==> src/rtl/frogger_pkg.sv <==
// Shared Frogger constants, lane geometry helpers and the collision FSM state type.
package frogger_pkg;

    localparam int unsigned COORD_W           = 10;
    localparam int unsigned POS_W             = 11;
    localparam int unsigned MAX_LANES         = 4;
    localparam int unsigned TILE_SIZE         = 32;
    localparam int unsigned H_VISIBLE_AREA    = 640;
    localparam int unsigned V_VISIBLE_AREA    = 480;
    localparam int unsigned c_X_BASE_POSITION = 320;
    localparam int unsigned c_Y_BASE_POSITION = 384;

    typedef enum logic [2:0] {
        IDLE,
        SCAN,
        REPORT,
        HOLDOFF,
        GRACE
    } coll_state_e;

    // Top Y of lane k.
    function automatic logic [COORD_W-1:0] lane_y(input int unsigned first_y, input int unsigned lane);
        return COORD_W'(first_y + lane * TILE_SIZE);
    endfunction

    // Power-on car positions: lanes spread 160 px apart, wrapped to the screen.
    function automatic logic [MAX_LANES*COORD_W-1:0] default_lane_x();
        logic [MAX_LANES*COORD_W-1:0] x;
        x = '0;
        for (int unsigned k = 0; k < MAX_LANES; k++) begin
            x[k*COORD_W +: COORD_W] = COORD_W'((k * 160) % H_VISIBLE_AREA);
        end
        return x;
    endfunction

endpackage

==> src/rtl/car_lane.sv <==
// One car lane: X register stepping left or right with wrap at the screen width.
module car_lane
    import frogger_pkg::*;
#(
    parameter logic [COORD_W-1:0] INIT_X    = '0,
    parameter int unsigned        STEP      = 1,
    parameter bit                 MOVE_LEFT = 1'b0,
    parameter int unsigned        H_AREA    = H_VISIBLE_AREA
) (
    input  logic               i_Clk,
    input  logic               i_Rst,
    input  logic               i_Step,
    output logic [COORD_W-1:0] o_X
);

    logic [POS_W-1:0]   x_ext;
    logic [COORD_W-1:0] x_next;

    assign x_ext = {1'b0, o_X};

    // Wrapped position after one step; 11-bit math keeps the sum from overflowing.
    always_comb begin
        x_next = o_X;
        if (MOVE_LEFT) begin
            if (x_ext < POS_W'(STEP)) begin
                x_next = COORD_W'(x_ext + POS_W'(H_AREA) - POS_W'(STEP));
            end else begin
                x_next = COORD_W'(x_ext - POS_W'(STEP));
            end
        end else begin
            if (x_ext + POS_W'(STEP) >= POS_W'(H_AREA)) begin
                x_next = COORD_W'(x_ext + POS_W'(STEP) - POS_W'(H_AREA));
            end else begin
                x_next = COORD_W'(x_ext + POS_W'(STEP));
            end
        end
    end

    // Lane position register, advanced by the shared step strobe.
    always_ff @(posedge i_Clk or posedge i_Rst) begin
        if (i_Rst) begin
            o_X <= INIT_X;
        end else if (i_Step) begin
            o_X <= x_next;
        end
    end

endmodule

==> config.mk <==
export PLATFORM = sky130hd
export DESIGN_NAME = car_lane
export DESIGN_NICKNAME = d
export VERILOG_FILES = /design/src/rtl/frogger_pkg.sv /design/src/rtl/car_lane.sv
export SDC_FILE = /design/constraint.sdc
export NUM_CORES = 1
export LEC_CHECK = 0
export ABC_AREA = 1
export BUFFER_PORTS_ARGS = -buffer_cell sky130_fd_sc_hd__buf_2
export CAP_MARGIN = 10
export CORE_ASPECT_RATIO = 0.8
export CORE_UTILIZATION = 45
export DETAILED_ROUTE_END_ITERATION = 12
export PLACE_DENSITY = 0.75
export SLEW_MARGIN = 10
export SYNTH_ARGS = -nofsm -noshare
export SYNTH_HDL_FRONTEND = slang
export SYNTH_SLANG_ARGS = --single-unit
==> constraint.sdc <==
create_clock -name i_Clk -period 1.75 [get_ports i_Clk]
set_input_delay 0.0875 -clock i_Clk [delete_from_list [all_inputs] [get_ports i_Clk]]
set_output_delay 0.0875 -clock i_Clk [all_outputs]
set_load 0.02 [all_outputs]
==> results of run 1 <==
-- synth_stat cells (all sizes together) --
library cell,number
nand2,41
inv,17
nand3,14
dfrtp,10
nor2,10
o21ai,7
ha,3
nand4,2
buf,1
clkbuf,1
clkinv,1
nand3b,1
o21bai,1
o31ai,1
xor2,1
-- per-layer routing --
metal / wire length (um) / GRT usage / vias up
li1: - / - / 407
met1: 821 / 0.2600 / 328
met5: 0 / 0 / -
met3: 87 / 0.05814 / 2
met4: 12 / 0.06618 / 0
met2: 772 / 0.2986 / 17
-- cell type report --
cell class	instances	area, sq um	share of cell area
flip-flops and latches	10	254.0	0.2464
repair buffers	26	167.7	0.1626
inverters	18	67.56	0.06553
clock buffers	4	26.28	0.02549
well taps	22	27.53	0.02670
multi-input cells	81	488.0	0.4733
-- kinds of logic (layout without fill, tap and decap cells) --
family,count (synthesis),after routing,share of synthesized area
DFF,10,10,0.3200
buffers and inverters,20,48,0.1008
AOI/OAI and AO/OA,9,9,0.06400
and+or+nand+nor,68,68,0.4560
xor gates and xnor gates,1,1,0.01120
adders and majority gates,3,3,0.04801
-- power by group through the flow --
stage                     registers (uW)  logic, uW  clock network [uW]
final                                448        988                 166
after global routing                 464       1090                 185
after detailed placement             450        946                   0
after global placement               444        935                   0
after CTS                            447        964                 174
after floorplan                      596        454                   0
-- worst register-to-register path, stage by stage, from the launching register on --
cell and delay, ns:
dfrtp_2 0.43, ha_4 0.17, nand2_4 0.07, nor2_4 0.04
nand3_2 0.07, nand2_2 0.05, nand2_2 0.08, inv_2 0.05
ha_4 0.15, nand3b_1 0.17, nand2_1 0.08, inv_2 0.05
nand2_2 0.05, nand2_1 0.05, nand3_1 0.06, nand2_1 0.06
-- how the worst max path moves through the flow --
stage,from,depth (start not counted),endpoint,slack (ns)
6_report,o_X[0],15,o_X[8],0.009
5_1_grt,o_X[0],15,o_X[7],-0.12
4_1_cts,o_X[1],14,o_X[8],0.006
3_5_place_dp,o_X[1],14,o_X[8],-0.01
3_3_place_gp,o_X[0],15,o_X[8],0.01
2_1_floorplan,o_X[0],14,o_X[7],-0.06
-- repair_timing --
item | in CTS | in global routing
resized for setup | 0 | 5
gates cloned | 0 | 0
buffers inserted | 1 | 0
endpoints found under the setup margin | 2 | 2
pin swaps | 2 | 6
endpoints found under the hold margin | 10 | 0
hold buffers | 1 | 0
-- metrics by stage --
| stage | hold WS (ns) | std cells |
|---|---|---|
| finish | 0.1369 | 161 |
| global route | 0.1341 | 161 |
| global placement | 0.08506 | 155 |
| CTS | 0.1220 | 161 |
| floorplan | -0.07246 | 111 |
| detailed placement | 0.09061 | 155 |
==> summary.txt, run 1 <==
Drt
  • DR vias/cell: 4.683
  • DR iter-0 viols: 16
  • Post-route ant nets: 0
  • Drt pass-1 iters: 4
  • # DRC: 0
  • Routed WL: 1693 um
  • Avg WL per Cell: 10.52 um
  • Vias: 754

Layout
  • Layout cells sized above 1: 0.3957
  • Nets: 146
  • Commonest non-fill, non-tap cell in the layout: nand2_1
  • FILL cells: 141
  • Max FFs per register: 10
  • Post-Route Utilization: 0.6338
  • ANT cells: 0
  • Biggest regs: o_X: 10 flops
  • Most frequent cells in the layout: nand2_1 (33), inv_1 (14), buf_4 (13), buf_2 (12), nand3_1 (10)
  • Area grow syn2layout: 31.84%
  • Final instance area: between 1000 and 1500 sq um
  • Register bank with the most flops: o_X

Critical path
  • Max incr delay on CP: 0.43 ns
  • CP arrival: about 1.9 ns
  • Worst-case reg-to-reg path depth: 15
  • Reg2reg start: o_X[0]
  • CP top delay family: simple AND/OR/NAND/NOR gates
  • Reg2Reg Setup Slack: 0.009 ns
  • Required time of the critical path: 1.91 ns
  • Crit path launch type: register
  • WP buf/inv: 2
  • Max FO, Critical Path: 3
  • Reg2reg end: o_X[8]
  • CP endpoint kind: register
  • CP max-delay cell: dfrtp_2
  • CP cell instances: ha_4 -> nand2_4 -> nor2_4 -> nand3_2 -> nand2_2 -> nand2_2 -> inv_2 -> ha_4 -> nand3b_1 -> nand2_1 -> inv_2 -> nand2_2 -> nand2_1 -> nand3_1 -> nand2_1
  • WS Path Type: reg2reg

Floorplan
  • Initial Utilization: 0.4808
  • Die Span Y: 39.29 um
  • Ports: 13
  • Core area: 1627 sq um
  • Overall die width: 48.61 um
  • Die area: 1909 sq um
  • Row Count: 13

Power and ir drop
  • Lkg Pwr: 0.0005283 uW
  • P_int: 837.1 uW
  • Peak VDD IR: 1058 uV
  • Comb pwr share: 0.617
  • P_sw: roughly 760 uW
  • Switch share: 0.4774
  • Flop pwr share: 0.279
  • Final Power: 1602 uW
  • Pwr Density: 1554 nW/um^2
  • Clock Power Share: 0.104

Logic synthesis
  • Yosys reg bits: 10
  • Synthesis Warnings: 0
  • Top cells by area, synth: dfrtp_1 (32%), nand2_1 (17%), inv_1 (7.7%)
  • Syn Inst Count: 111
  • Avg Cell Area, Syn: 7.045 sq um
  • Top cell type's share of synthesized area: 0.3200
  • Cell taking the most area after synthesis: dfrtp_1
  • Synth cell types: 22
  • Cell Area, Synth: just under 800 sq um
  • Syn nets: 117
  • Register area share after synthesis: 0.3200

Placement
  • Cell Area, Placed: 970.9 sq um
  • GP Congestion: 0.7952
  • Post-placement setup slack: -0.01315 ns
  • Buffers on Ports: 12
  • Hpwl dp: 1305 um

Clocking
  • Clock Path Buffers: 2
  • Clk pin slew, worst setup/hold paths: 0.07 ns
  • CTS tree: done
  • CTS sink cnt: 10
  • Clock latency on the worst-skew pair: about 0.26 ns
  • Root buffer cell: clkbuf_4
  • Total CTS buffers: 3
  • Htree depth: 1

Global routing
  • First-pass GRT wire length: 2608 um
  • Initial antenna violation count: 0
  • Largest net degree at the start of global routing: 12
  • Number of global-route vias before repair: 610
  • Total grt overflow: 0
  • Tot GR Track Use: 0.1940

STA
  • Final slew viol count: 0
  • Max_slew headroom: 0.7323
  • Fmax: 0.5744 GHz
  • Unrepaired setup endpoints after global routing: yes
  • Setup WS post-layout: between 0.009 and 0.01 ns
  • Worst Tran Pin Value: 0.4011 ns
  • Final hold violation count: 0
  • Setup tns final: 0 ns
  • Final setup fails: 0
  • Fin crit share: 0.9948
  • Min Clock Period, post-route: 1.741 ns
  • Worst Skew: 0.005105 ns

Worst hold path
  • Hold path cells: 2
  • Hold Path End: o_X[0]
  • Type of the most critical hold path: in2reg
  • Hold Startpoint: i_Step

Run status
  • Status: completed

Flow run
  • Number of max-cap violations: 0
Power figures use the tool's default switching activity.
==> run 2, diff against run 1 <==
Settings changed: CTS_CLUSTER_SIZE set to 10, PLACE_DENSITY 0.75 to 0.72.
Clock period 1.75 ns to 1.9 ns, I/O delays scaled along.
==> run 2 against run 1 <==
Compared with the run above: fmax down 4.5%; total power down 8.9%; critical path depth down 1; sequential share of layout area up 0.74 points; sequential power down 4%; wire length up 2.3%; via count down 2.8%; count of clock-buffer cells in the layout unchanged; sequential cell count unchanged; first-iteration DRC count up 38%; critical endpoint unchanged; largest cell class unchanged.
==> summary.txt, run 2 (same netlist as run 1, synthesis figures left out) <==
Layout
  • Max FFs per register: 10
  • Register Area: 254.0 sq um
  • Area grow syn2layout: 28.00%
  • Area of the multi-input gates: 495.5 sq um
  • Final instance area: 1001 sq um
  • ANT cells: 0
  • Register bank with the most flops: o_X
  • Most frequent cells in the layout: nand2_1 (32), inv_1 (14), buf_2 (12), nand3_1 (9), nand2_2 (8)
  • Biggest regs: o_X: 10 flops
  • Commonest non-fill, non-tap cell in the layout: nand2_1
  • Layout cells sized above 1: 0.3835
  • Nets: 140
  • FILL cells: 158
  • Post-Route Utilization: 0.6154

Drt
  • DR vias/cell: 4.729
  • Routed WL: approximately 1700 um
  • Avg WL per Cell: 11.17 um
  • Drt pass-1 iters: 4
  • # DRC: 0
  • DR iter-0 viols: 22
  • Post-route ant nets: 0
  • Vias: ~730

Floorplan
  • Ports: 13
  • Die Span Y: 39.29 um
  • Row Count: 13
  • Initial Utilization: 0.4808
  • Overall die width: 48.61 um
  • Core area: around 1600 sq um
  • Die area: 1909 sq um

Clocking
  • CTS tree: done
  • Clk pin slew, worst setup/hold paths: 0.07 ns
  • Htree depth: 1
  • Root buffer cell: clkbuf_4
  • Clock latency on the worst-skew pair: 0.27 ns
  • CTS sink cnt: 10
  • Clock Path Buffers: 2
  • Total CTS buffers: 3

Power and ir drop
  • Peak VDD IR: 864.2 uV
  • Clock Power Share: 0.108
  • Switch share: 0.4923
  • Pwr Density: ~1500 nW/um^2
  • P_int: approximately 740 uW
  • Final Power: 1459 uW
  • Lkg Pwr: between 0.0005 and 0.0006 uW
  • Comb pwr share: 0.597
  • P_sw: 718.1 uW
  • Flop pwr share: 0.295

STA
  • Final slew viol count: 0
  • Min Clock Period, post-route: 1.823 ns
  • Worst Skew: 0.0003277 ns
  • Max_slew headroom: 0.7147
  • Fin crit share: 0.9594
  • Unrepaired setup endpoints after global routing: yes
  • Worst Tran Pin Value: 0.4275 ns
  • Final setup fails: 0
  • Min Hold Slack: between 0.1 and 0.15 ns
  • Final hold violation count: 0
  • Fmax: 0.5486 GHz

Run status
  • Status: completed

Worst hold path
  • Hold Startpoint: i_Step
  • Type of the most critical hold path: in2reg
  • Hold path cells: 2
  • Hold Path End: o_X[0]

Critical path
  • CP endpoint kind: register
  • WS Path Type: reg2reg
  • Reg2Reg Setup Slack: 0.08 ns
  • Max FO, Critical Path: 3
  • Reg2reg start: o_X[1]
  • CP arrival: 1.98 ns
  • Worst-case reg-to-reg path depth: 14
  • Required time of the critical path: 2.06 ns
  • Reg2reg end: o_X[8]
  • Crit path launch type: register

Global routing
  • Largest net degree at the start of global routing: 12
  • First-pass GRT wire length: 2642 um
  • Initial antenna violation count: 0
  • Number of global-route vias before repair: 589
  • Tot GR Track Use: 0.1981
  • Total grt overflow: 0

Placement
  • Hpwl dp: 1306 um
  • GP Congestion: approximately 0.78
  • Buffers on Ports: 12
  • Cell Area, Placed: 893.4 sq um

Flow run
  • Number of max-cap violations: 0
run 2: cell types whose count changed in the layout (fill, tap and decap cells not counted), sizes merged:
cell  previous run  this run
buf             25        19
run 2: worst max path at each step:
stage	startpoint	endpoint	slack, ns	cells past startpoint
3_5_place_dp	o_X[0]	o_X[7]	0.007	14
5_1_grt	o_X[1]	o_X[8]	-0.03	14
3_3_place_gp	o_X[0]	o_X[8]	0.06	14
4_1_cts	o_X[0]	o_X[7]	0.02	15
2_1_floorplan	o_X[0]	o_X[7]	0.006	14
6_report	o_X[1]	o_X[8]	0.08	14
run 2: layout make-up:
cell class / instances / area share
clock buffers: 4 / 0.02625
inverters: 18 / 0.06750
well taps: 22 / 0.02750
flip-flops and latches: 10 / 0.2538
repair buffers: 20 / 0.1300
multi-input cells: 81 / 0.4950
run 2: stage by stage:
step / setup WS [ns] / setup TNS [ns] / cells
global route: -0.03485 / -0.05155 / 155
finish: 0.07709 / 0 / 155
CTS: 0.02235 / 0 / 152
floorplan: 0.006226 / 0 / 111
global placement: 0.06055 / 0 / 147
detailed placement: 0.006939 / 0 / 147
run 2: layer usage:
metal / GRT usage / part of all wire / vias to the layer above
met5: 0 / 0 / -
li1: - / - / 391
met4: 0.06618 / 0.0046 / 0
met1: 0.2453 / 0.48 / 323
met3: 0.05814 / 0.051 / 2
met2: 0.3368 / 0.46 / 17
run 2: worst max-delay path: stages, from the launching register on:
cell	delay, ns
dfrtp_2	0.40
ha_4	0.17
nand2_4	0.06
nor2_4	0.14
nand4_1	0.10
nand2_2	0.10
inv_2	0.06
ha_4	0.15
nand3b_1	0.17
nand2_1	0.10
inv_2	0.05
nand2_2	0.06
nand2_1	0.05
nand3_1	0.06
nand2_1	0.05
run 2: what timing repair did:
action                                  4_1_cts  5_1_grt
pin swaps                                     0        6
gates resized for setup                       1       12
hold buffers                                  1        0
buffers inserted                              0        3
endpoints found under the setup margin        2        2
hold endpoints to repair                     10        0
run 2: power by group through the flow:
| stage | Sequential (uW) | Clock [uW] | Combinational (uW) |
|---|---|---|---|
| 2_1_floorplan | 537 | 0 | 399 |
| 3_3_place_gp | 402 | 0 | 747 |
| 3_5_place_dp | 406 | 0 | 771 |
| 4_1_cts | 412 | 167 | 783 |
| 5_1_grt | 444 | 176 | 974 |
| 6_report | 430 | 158 | 871 |
